<file path="config.mk">
export PLATFORM = sky130hd
export DESIGN_NAME = frame_to_axis_flat
export DESIGN_NICKNAME = d
export VERILOG_FILES = /design/src/rtl/frame_to_axis_if.sv /design/src/rtl/frame_to_axis.sv /design/src/flat_wrapper.sv
export SDC_FILE = /design/constraint.sdc
export NUM_CORES = 1
export LEC_CHECK = 0
export CAP_MARGIN = 20
export CORE_MARGIN = 3
export CORE_UTILIZATION = 54
export DETAILED_ROUTE_END_ITERATION = 6
export GPL_ROUTABILITY_DRIVEN = 0
export PLACE_DENSITY = 0.72
export SLEW_MARGIN = 20
export SYNTH_ARGS = -nofsm -noshare
export SYNTH_HDL_FRONTEND = slang
export SYNTH_SLANG_ARGS = --single-unit
</file>
<file path="constraint.sdc">
create_clock -name clk -period 3.95 [get_ports clk]
set_input_delay 0.79 -clock clk [delete_from_list [all_inputs] [get_ports clk]]
set_output_delay 0.79 -clock clk [all_outputs]
set_load 0.01 [all_outputs]
</file>
<file path="src/rtl/frame_to_axis_if.sv">
// ---------------------------------------------------------------------------
// frame_to_axis_if
// AXI4-Stream video bus carried between frame_to_axis and its downstream sink.
//
// Signals:
//   m_tvalid  source -> sink  beat valid
//   m_tready  sink -> source  sink ready
//   m_tdata   source -> sink  pixel value (BPP bits)
//   m_tuser   source -> sink  start-of-frame, set on the first beat of a frame
//   m_tlast   source -> sink  end-of-line, set on the beat at column WIDTH-1
//
// Modports:
//   master  the stream source (frame_to_axis)
//   slave   the stream sink
// ---------------------------------------------------------------------------
interface frame_to_axis_if #(
    parameter int BPP = 8
);
    logic           m_tvalid;
    logic           m_tready;
    logic [BPP-1:0] m_tdata;
    logic           m_tuser;
    logic           m_tlast;

    modport master (
        output m_tvalid,
        output m_tdata,
        output m_tuser,
        output m_tlast,
        input  m_tready
    );

    modport slave (
        input  m_tvalid,
        input  m_tdata,
        input  m_tuser,
        input  m_tlast,
        output m_tready
    );
endinterface

</file>
<file path="src/rtl/frame_to_axis.sv">
// ---------------------------------------------------------------------------
// frame_to_axis
// Converts camera-style timing (fval/lval/dval/pix_data) into an AXI4-Stream
// video stream. A small first-word-fall-through FIFO absorbs sink
// backpressure. Frame geometry is checked against WIDTH x HEIGHT, completed
// frames are counted, and overflow / geometry errors are kept as sticky flags.
//
// Ports:
//   clk        system clock, all logic on the rising edge
//   rst        synchronous active-high reset
//   fval       frame valid
//   lval       line valid
//   dval       data valid
//   pix_data   pixel value (BPP bits)
//   clr        one-cycle pulse clearing overflow / line_err / frame_err
//   axis       AXI4-Stream master (m_tvalid/m_tready/m_tdata/m_tuser/m_tlast)
//   frame_cnt  completed frames, wraps 0xFFFF -> 0
//   overflow   sticky: a pixel was dropped because the FIFO was full
//   line_err   sticky: a line had a pixel count other than WIDTH
//   frame_err  sticky: a frame had a line count other than HEIGHT
// ---------------------------------------------------------------------------
module frame_to_axis #(
    parameter int BPP        = 8,
    parameter int WIDTH      = 640,
    parameter int HEIGHT     = 480,
    parameter int FIFO_DEPTH = 16
) (
    input  logic             clk,
    input  logic             rst,
    input  logic             fval,
    input  logic             lval,
    input  logic             dval,
    input  logic [BPP-1:0]   pix_data,
    input  logic             clr,
    frame_to_axis_if.master  axis,
    output logic [15:0]      frame_cnt,
    output logic             overflow,
    output logic             line_err,
    output logic             frame_err
);

    // Counters get one spare code above WIDTH / HEIGHT so a saturated value
    // can never alias the nominal geometry.
    localparam int CW    = $clog2(WIDTH + 2);
    localparam int RW    = $clog2(HEIGHT + 2);
    localparam int AW    = $clog2(FIFO_DEPTH);
    localparam int CNT_W = AW + 1;
    localparam int DW    = BPP + 2;

    localparam logic [CW-1:0]    WIDTH_C  = CW'(WIDTH);
    localparam logic [CW-1:0]    LAST_COL = CW'(WIDTH - 1);
    localparam logic [CW-1:0]    COL_ONE  = CW'(1);
    localparam logic [CW-1:0]    COL_MAX  = {CW{1'b1}};
    localparam logic [RW-1:0]    HEIGHT_C = RW'(HEIGHT);
    localparam logic [RW-1:0]    ROW_ONE  = RW'(1);
    localparam logic [RW-1:0]    ROW_MAX  = {RW{1'b1}};
    localparam logic [AW-1:0]    PTR_ONE  = AW'(1);
    localparam logic [CNT_W-1:0] CNT_ONE  = CNT_W'(1);
    localparam logic [CNT_W-1:0] DEPTH_C  = CNT_W'(FIFO_DEPTH);

    // -----------------------------------------------------------------------
    // State
    // -----------------------------------------------------------------------
    logic             fval_d_reg;
    logic             lval_d_reg;
    logic             sync_reg;
    logic             sof_reg;
    logic [CW-1:0]    col_reg;
    logic [RW-1:0]    row_reg;
    logic [15:0]      frame_cnt_reg;
    logic             overflow_reg;
    logic             line_err_reg;
    logic             frame_err_reg;

    // FIFO: RAM body plus one output register holding the head word.
    logic [DW-1:0]    mem [FIFO_DEPTH];
    logic [AW-1:0]    wr_ptr_reg;
    logic [AW-1:0]    rd_ptr_reg;
    logic [CNT_W-1:0] ram_cnt_reg;
    logic             out_valid_reg;
    logic [DW-1:0]    out_data_reg;

    // -----------------------------------------------------------------------
    // Combinational next-state
    // -----------------------------------------------------------------------
    logic             fval_rise;
    logic             fval_fall;
    logic             lval_fall;
    logic             active;
    logic             accept;
    logic             in_range;
    logic [CW-1:0]    col_cur;
    logic [RW-1:0]    row_cur;
    logic             sof_cur;
    logic [RW-1:0]    row_chk;
    logic [CW-1:0]    col_next;
    logic [RW-1:0]    row_next;
    logic             sof_next;
    logic             wr_req;
    logic             wr_ok;
    logic             rd;
    logic [CNT_W-1:0] fifo_cnt;
    logic             bypass;
    logic             load_ram;
    logic             ram_wr;
    logic [DW-1:0]    wr_word;
    logic             ovf_evt;
    logic             line_evt;
    logic             frame_evt;

    function automatic logic [CW-1:0] col_inc(input logic [CW-1:0] v);
        return (v == COL_MAX) ? v : v + COL_ONE;
    endfunction

    function automatic logic [RW-1:0] row_inc(input logic [RW-1:0] v);
        return (v == ROW_MAX) ? v : v + ROW_ONE;
    endfunction

    always_comb begin
        fval_rise = fval & ~fval_d_reg;
        fval_fall = ~fval & fval_d_reg;
        lval_fall = ~lval & lval_d_reg;

        // The rising fval edge that sets sync also starts the frame, so a
        // pixel arriving in that very cycle is already treated as in-frame.
        active = sync_reg | fval_rise;
        accept = active & fval & lval & dval;

        // Values as seen after the frame-start clear.
        col_cur = fval_rise ? '0 : col_reg;
        row_cur = fval_rise ? '0 : row_reg;
        sof_cur = fval_rise | sof_reg;

        in_range = (col_cur < WIDTH_C);
        wr_req   = accept & in_range;
        wr_word  = {sof_cur, (col_cur == LAST_COL), pix_data};

        // FIFO occupancy includes the head held in the output register.
        rd       = out_valid_reg & axis.m_tready;
        fifo_cnt = ram_cnt_reg + (out_valid_reg ? CNT_ONE : '0);
        wr_ok    = wr_req & ((fifo_cnt < DEPTH_C) | rd);
        ovf_evt  = wr_req & ~wr_ok;

        // The head register refills from RAM when possible; with an empty RAM
        // a new write goes straight into it, giving one-cycle latency.
        load_ram = (~out_valid_reg | rd) & (ram_cnt_reg != '0);
        bypass   = (~out_valid_reg | rd) & (ram_cnt_reg == '0) & wr_ok;
        ram_wr   = wr_ok & ~bypass;

        // The line whose lval falls together with fval still counts.
        row_chk = lval_fall ? row_inc(row_cur) : row_cur;

        line_evt  = (accept & ~in_range) | (active & lval_fall & (col_cur != WIDTH_C));
        frame_evt = sync_reg & fval_fall & (row_chk != HEIGHT_C);

        col_next = col_reg;
        row_next = row_reg;
        sof_next = sof_reg;
        if (active) begin
            if (lval_fall) begin
                col_next = '0;
            end else if (accept) begin
                col_next = col_inc(col_cur);
            end else begin
                col_next = col_cur;
            end
            row_next = (lval_fall & fval) ? row_inc(row_cur) : row_cur;
            // sof is consumed only by a pixel that really entered the FIFO.
            sof_next = wr_ok ? 1'b0 : sof_cur;
        end
    end

    // -----------------------------------------------------------------------
    // Control registers
    // -----------------------------------------------------------------------
    always_ff @(posedge clk) begin
        if (rst) begin
            // Edge registers start high so that releasing reset in the middle
            // of a frame is never mistaken for a new frame start.
            fval_d_reg    <= 1'b1;
            lval_d_reg    <= 1'b1;
            sync_reg      <= 1'b0;
            sof_reg       <= 1'b0;
            col_reg       <= '0;
            row_reg       <= '0;
            frame_cnt_reg <= '0;
            overflow_reg  <= 1'b0;
            line_err_reg  <= 1'b0;
            frame_err_reg <= 1'b0;
            wr_ptr_reg    <= '0;
            rd_ptr_reg    <= '0;
            ram_cnt_reg   <= '0;
            out_valid_reg <= 1'b0;
        end else begin
            fval_d_reg <= fval;
            lval_d_reg <= lval;
            if (fval_rise) begin
                sync_reg <= 1'b1;
            end
            col_reg <= col_next;
            row_reg <= row_next;
            sof_reg <= sof_next;
            if (sync_reg & fval_fall) begin
                frame_cnt_reg <= frame_cnt_reg + 16'd1;
            end

            // An event in the same cycle as clr leaves the flag set.
            overflow_reg  <= (overflow_reg  & ~clr) | ovf_evt;
            line_err_reg  <= (line_err_reg  & ~clr) | line_evt;
            frame_err_reg <= (frame_err_reg & ~clr) | frame_evt;

            if (ram_wr) begin
                wr_ptr_reg <= wr_ptr_reg + PTR_ONE;
            end
            if (load_ram) begin
                rd_ptr_reg <= rd_ptr_reg + PTR_ONE;
            end
            case ({ram_wr, load_ram})
                2'b10:   ram_cnt_reg <= ram_cnt_reg + CNT_ONE;
                2'b01:   ram_cnt_reg <= ram_cnt_reg - CNT_ONE;
                default: ram_cnt_reg <= ram_cnt_reg;
            endcase
            out_valid_reg <= (out_valid_reg & ~rd) | load_ram | bypass;
        end
    end

    // -----------------------------------------------------------------------
    // FIFO storage and registered read into the head register
    // -----------------------------------------------------------------------
    always_ff @(posedge clk) begin
        if (ram_wr) begin
            mem[wr_ptr_reg] <= wr_word;
        end
    end

    always_ff @(posedge clk) begin
        if (load_ram) begin
            out_data_reg <= mem[rd_ptr_reg];
        end else if (bypass) begin
            out_data_reg <= wr_word;
        end
    end

    // -----------------------------------------------------------------------
    // Outputs
    // -----------------------------------------------------------------------
    assign axis.m_tvalid = out_valid_reg;
    assign axis.m_tuser  = out_data_reg[DW-1];
    assign axis.m_tlast  = out_data_reg[DW-2];
    assign axis.m_tdata  = out_data_reg[BPP-1:0];

    assign frame_cnt = frame_cnt_reg;
    assign overflow  = overflow_reg;
    assign line_err  = line_err_reg;
    assign frame_err = frame_err_reg;

endmodule

</file>
<file path="src/flat_wrapper.sv">
// flat-port wrapper written by rule: the top's interface ports become plain ports
module frame_to_axis_flat 
#(
    parameter int BPP        = 8,
    parameter int WIDTH      = 640,
    parameter int HEIGHT     = 480,
    parameter int FIFO_DEPTH = 16
)
  (clk, rst, fval, lval, dval, pix_data, clr, frame_cnt, overflow, line_err, frame_err, axis_m_tvalid, axis_m_tdata, axis_m_tuser, axis_m_tlast, axis_m_tready);
  frame_to_axis_if #(.BPP(BPP)) axis_i ();
  input  logic clk;
  input  logic rst;
  input  logic fval;
  input  logic lval;
  input  logic dval;
  input  logic [BPP-1:0] pix_data;
  input  logic clr;
  output logic [15:0] frame_cnt;
  output logic overflow;
  output logic line_err;
  output logic frame_err;
  output wire logic [$bits(axis_i.m_tvalid)-1:0] axis_m_tvalid;
  output wire logic [$bits(axis_i.m_tdata)-1:0] axis_m_tdata;
  output wire logic [$bits(axis_i.m_tuser)-1:0] axis_m_tuser;
  output wire logic [$bits(axis_i.m_tlast)-1:0] axis_m_tlast;
  input wire logic [$bits(axis_i.m_tready)-1:0] axis_m_tready;
  assign axis_m_tvalid = axis_i.m_tvalid;
  assign axis_m_tdata = axis_i.m_tdata;
  assign axis_m_tuser = axis_i.m_tuser;
  assign axis_m_tlast = axis_i.m_tlast;
  assign axis_i.m_tready = axis_m_tready;
  frame_to_axis #(.BPP(BPP), .WIDTH(WIDTH), .HEIGHT(HEIGHT), .FIFO_DEPTH(FIFO_DEPTH)) u_core (.clk(clk), .rst(rst), .fval(fval), .lval(lval), .dval(dval), .pix_data(pix_data), .clr(clr), .axis(axis_i), .frame_cnt(frame_cnt), .overflow(overflow), .line_err(line_err), .frame_err(frame_err));
endmodule
</file>
==> results.json, run 1 <==
{
  "status": "finished clean",
  "place_area_um2": 10600,
  "final_common_cell": "edfxtp_1",
  "hold_violations": 0,
  "syn_area_um2": 9870,
  "antenna_found_initial": 1,
  "m1WireLength_um": 8700,
  "cts_resized": 0,
  "power_uw": 5450,
  "wl_met3_um": 1060,
  "synth_flop_cell": "edfxtp_1",
  "crit_type": "primary input to register",
  "synth_seq_area_share_pct": 63.9,
  "p_per_area_nw_per_um2": 480,
  "routed_wl_um": 20600,
  "clockBufferDepth": 3,
  "antenna_left": 0,
  "die_h_um": 141,
  "num_antenna_cells": 0,
  "slew_violations": 0,
  "floorplan.initialDensity_pct": 56.1,
  "grt_pass1_wl_um": 33200,
  "tightestPinTransition_ns": 0.802,
  "crit_fanout": 8,
  "cts_tree": "built",
  "synth_edf_count": 170,
  "crit_path_start_kind": "primary input",
  "ys.warnings.count": 0,
  "vias_per_cell": 6.24,
  "dp_hpwl_um": 12900,
  "period_needed_ns": 3.41,
  "grt_overflow": 0,
  "ctsHoldBuffers": 0,
  "clk_pin_slew_ns": 0.06,
  "clk_latency_ns": 0.51,
  "cp.required_ns": 4.34,
  "arrival_ns": 3.81,
  "dr.max_layer_used": "met4",
  "worstSetupEndpointType": "register",
  "drc": 0,
  "rsz0062_at_grt": "no",
  "synthArstFlopShare_pct": 0,
  "hold_ws_ns": 0.514,
  "die_x_um": 141,
  "first_iter_violations": 661,
  "synth-seq-cells": 230,
  "vdd_drop_max_uv": 367,
  "cts_setup_buffers": 0,
  "syn_to_final_growth_pct": 15.1,
  "max-slew-margin-rel_pct": 46.5,
  "power.static_leakage_uw": 0.00368,
  "synth.avg_cell_area_um2": 14.2,
  "setup_viol": 0,
  "maxCapViolations": 0,
  "avgRoutedWirePerCell_um": 20.9,
  "vias": 6142,
  "hold_class": "register to register",
  "fmax_mhz": 293,
  "io_pins": 45,
  "grt_usage_pct": 21.2,
  "fin_crit_sh_pct": 86.4,
  "core-area_um2": 17600,
  "largest_register_ffs": 160,
  "cts_sinks": 230,
  "drive_above_1_share_pct": 15.3,
  "fin_nets": 772,
  "cts-root-buf": "clkbuf_16",
  "htree_levels": 1,
  "ys_types": 60,
  "dieArea_um2": 19900,
  "fin_area_um2": 11400,
  "clock_skew_ns": 0.0107,
  "synthCells": 695,
  "grt_start_max_net_pins": 44,
  "grt_pass1_vias": 6004,
  "fin_tns_setup_ns": 0,
  "final_cells": 985,
  "nFillCells": 1267,
  "dr.pass1.iters": 5,
  "cts_buffers": 23,
  "synth_nets": 723,
  "portBuffers": 44,
  "route.met2.wl_um": 10400,
  "row_count": 48,
  "mostFrequentLayoutCells": "170 x edfxtp_1, 59 x dfxtp_1, 44 x nor2_1",
  "dp.cells": 944
}
[cell usage after synthesis (13+ instances only)]
library cell / instances / area (um^2)
nor3_1: 20 / 100
edfxtp_1: 170 / 5100
nand2_1: 34 / 128
nand3_1: 19 / 95.1
mux4_2: 42 / 946
dfxtp_1: 60 / 1200
o21ai_0: 25 / 125
ha_1: 13 / 163
and3_1: 16 / 100
nor2_1: 44 / 165
clkbuf_1: 23 / 86.3
nand4_1: 17 / 106
and2_1: 13 / 81.3
a21oi_1: 25 / 125
[logic make-up (layout without fill, tap and decap cells)]
logic type                 Yosys count  count (layout)  share of synthesized area, %
xor gates and xnor gates            21              21                          1.86
DFF                                230             230                          63.9
and+or+nand+nor                    212             212                          11.5
adders and majority gates           13              13                          1.65
muxes                               65              65                          12.1
buffers and inverters               53             118                          2.26
AOI/OAI and AO/OA                  101             101                          6.78
[final cells by class]
cell class,instances,area [um^2],share of cell area (%)
Sequential cell,230,6310,55.5
Multi-Input combinational cell,412,3340,29.4
Timing Repair Buffer,63,611,5.38
Clock buffer,26,587,5.17
Tap cell,225,282,2.48
Clock inverter,15,180,1.59
Inverter,14,52.6,0.463
[worst max-delay path, cell delays in order]
cell and delay [ns]:
clkdlybuf4s50_1 0.44, nand2b_1 0.23, nor3_1 0.27, nand2b_1 0.17, nor2_1 0.07, inv_1 0.08, ha_1 0.35, xor2_1 0.14
ha_1 0.24, inv_1 0.06, o21ai_0 0.10, a21o_1 0.22, a221oi_1 0.30, mux2_2 0.36
[report_power, final]
group | total (uW) | leakage [uW] | switching [uW] | internal (uW)
clock | 2200 | 0.000370 | 873 | 1330
sequential | 2690 | 0.00200 | 47.1 | 2640
combinational | 559 | 0.00131 | 285 | 274
[routing by layer]
metal / vias to the layer above / global-route usage (%)
met5: - / 0
met4: 0 / 5.66
met3: 45 / 2.68
met2: 215 / 36.3
met1: 3058 / 28.9
li1: 2824 / -
[per-stage QoR]
stage	setup slack [ns]	util, %
floorplan	0.181	-
global placement	0.232	60.1
detailed placement	0.0622	60.2
CTS	0.567	64.6
global route	0.367	64.6
finish	0.537	64.6
[worst paths after layout]
kind / from / to / slack (ns) / depth (start not counted)
worst max-delay path: axis_m_tready / u_core.ram_cnt_reg[4] / 0.54 / 14
worst min-delay path: u_core.rd_ptr_reg[1] / u_core.rd_ptr_reg[1] / 0.51 / 2
worst max register to register: u_core.ram_cnt_reg[1] / u_core.ram_cnt_reg[4] / 0.77 / 13
worst min register to register: u_core.rd_ptr_reg[1] / u_core.rd_ptr_reg[1] / 0.51 / 2
No activity file was read; power rests on OpenSTA's default activity.
==> run 2, diff against run 1 <==
CORE_MARGIN = default   (was 3)
CORE_UTILIZATION = 60   (was 54)
PLACE_DENSITY = 0.79   (was 0.72)
clock period = 3.4 ns   (was 3.95 ns; I/O delays follow)
==> results.json, run 2 (synthesis gave the netlist of run 1 again) <==
{
  "grt_pass1_wl_um": 34200,
  "io_pins": 45,
  "cts_tree": "built",
  "vias_per_cell": 6.33,
  "drive_above_1_share_pct": 18.3,
  "setup_viol": 0,
  "worstSetupEndpointType": "register",
  "dr.pass1.iters": 5,
  "place_area_um2": 10800,
  "startpoint": "axis_m_tready",
  "crit_type": "primary input to register",
  "clock_skew_ns": 0.0129,
  "floorplan.initialDensity_pct": 61.9,
  "p_int_uw": 5070,
  "tightestPinTransition_ns": 0.960,
  "p_sw_share_pct": 22.2,
  "hold_violations": 0,
  "ctsHoldBuffers": 0,
  "crit_path_start_kind": "primary input",
  "cts-root-buf": "clkbuf_16",
  "fmax_mhz": 332,
  "routed_wl_um": 21900,
  "hold_ws_ns": 0.519,
  "r2r.worst_path.cells": 13,
  "cts_resized": 0,
  "cts_buffers": 24,
  "period_needed_ns": 3.01,
  "fin_area_um2": 11600,
  "cts_sinks": 230,
  "p_sw_uw": 1450,
  "dieArea_um2": 17000,
  "p_clk_share_pct": 41.5,
  "drc": 0,
  "grt_pass1_vias": 6317,
  "maxCapViolations": 0,
  "vdd_drop_max_uv": 528,
  "first_iter_violations": 732,
  "antenna_left": 0,
  "grt_overflow": 0,
  "slew_violations": 0,
  "setup.worst_path.end": "u_core.ram_cnt_reg[4]",
  "core-area_um2": 15900,
  "max-slew-margin-rel_pct": 35.7,
  "die_x_um": 130,
  "p_per_area_nw_per_um2": 562,
  "clk_latency_ns": 0.52,
  "htree_levels": 1,
  "status": "finished clean",
  "arrival_ns": 3.42,
  "rr_startpoint": "u_core.ram_cnt_reg[2]",
  "power.static_leakage_uw": 0.00383,
  "row_count": 46,
  "p_comb_share_pct": 10.5,
  "seqCellArea_um2": 6310,
  "largest_register_ffs": 160,
  "fin_nets": 799,
  "cts_setup_buffers": 0,
  "hold_class": "register to register",
  "fin_crit_sh_pct": 88.5,
  "portBuffers": 44,
  "mostFrequentLayoutCells": "170 x edfxtp_1, 59 x dfxtp_1, 43 x nor2_1, 43 x clkdlybuf4s50_1, 43 x buf_4",
  "avgRoutedWirePerCell_um": 21.8,
  "cp.required_ns": 3.81,
  "multi_input_area_um2": 3350,
  "p_seq_share_pct": 48.1,
  "clockBufferDepth": 3,
  "syn_to_final_growth_pct": 17.5,
  "vias": 6356,
  "reg2reg_setup_slack_ns": 0.46,
  "num_antenna_cells": 0,
  "final_common_cell": "edfxtp_1",
  "r2r_end": "u_core.ram_cnt_reg[4]",
  "rsz0062_at_grt": "no",
  "grt_usage_pct": 27.1,
  "nFillCells": 1013,
  "antenna_found_initial": 0,
  "clk_pin_slew_ns": 0.06,
  "dp_hpwl_um": 13800,
  "die_h_um": 130,
  "grt_start_max_net_pins": 38,
  "crit_fanout": 3
}
[run 2: how the worst min path moves through the flow]
stage | end | depth (start not counted) | from | slack, ns
detailed placement | u_core.overflow | 2 | u_core.overflow | 0.50
floorplan | register | 2 | u_core.rd_ptr_reg[1] | 0.47
finish | u_core.row_reg[8] | 2 | u_core.row_reg[8] | 0.52
global placement | register | 2 | u_core.rd_ptr_reg[1] | 0.48
global route | u_core.wr_ptr_reg[0] | 2 | u_core.wr_ptr_reg[0] | 0.54
CTS | u_core.row_reg[8] | 2 | u_core.row_reg[8] | 0.52
[run 2: area by class of cell]
cell class | count | area share [%]
clock buffers | 32 | 5.62
clock inverters | 11 | 1.44
well taps | 216 | 2.33
flip-flops and latches | 230 | 54.4
multi-input cells | 412 | 28.9
repair buffers | 89 | 6.88
inverters | 14 | 0.453
[run 2: stage by stage]
step	setup TNS, ns	cells	power [uW]	setup slack, ns	utilization, %
after global placement	-0.00228	961	3850	-0.00228	67.6
after CTS	0	1004	6560	0.397	72.7
after global routing	0	1004	6700	0.163	72.7
after floorplan	0	695	3610	0.00340	-
final	0	1004	6520	0.390	72.7
after detailed placement	-0.154	961	3870	-0.112	67.6
[run 2: power by group through the flow]
stage	Combinational [uW]	Clock, uW	Sequential, uW
2_1_floorplan	446	0	3170
3_3_place_gp	660	0	3190
3_5_place_dp	681	0	3190
4_1_cts	686	2740	3130
5_1_grt	736	2830	3140
6_report	683	2700	3130
[run 2: routing by layer]
| layer | part of all wire (%) | global-route usage (%) | up-vias |
|---|---|---|---|
| li1 | - | - | 2869 |
| met1 | 40 | 35.1 | 3185 |
| met2 | 51 | 46.4 | 260 |
| met3 | 6.0 | 3.69 | 42 |
| met4 | 2.6 | 10.8 | 0 |
| met5 | 0 | 0 | - |
[run 2: critical path, cell delays in order]
cell and delay [ns]:
clkdlybuf4s50_1 0.44, nand2b_1 0.20, nor3_1 0.29, nand2b_1 0.20
nor2_2 0.06, inv_1 0.08, ha_1 0.19, xor2_1 0.08
ha_1 0.21, inv_1 0.06, o21ai_0 0.07, a21o_1 0.20
a221oi_1 0.29, mux2_2 0.36
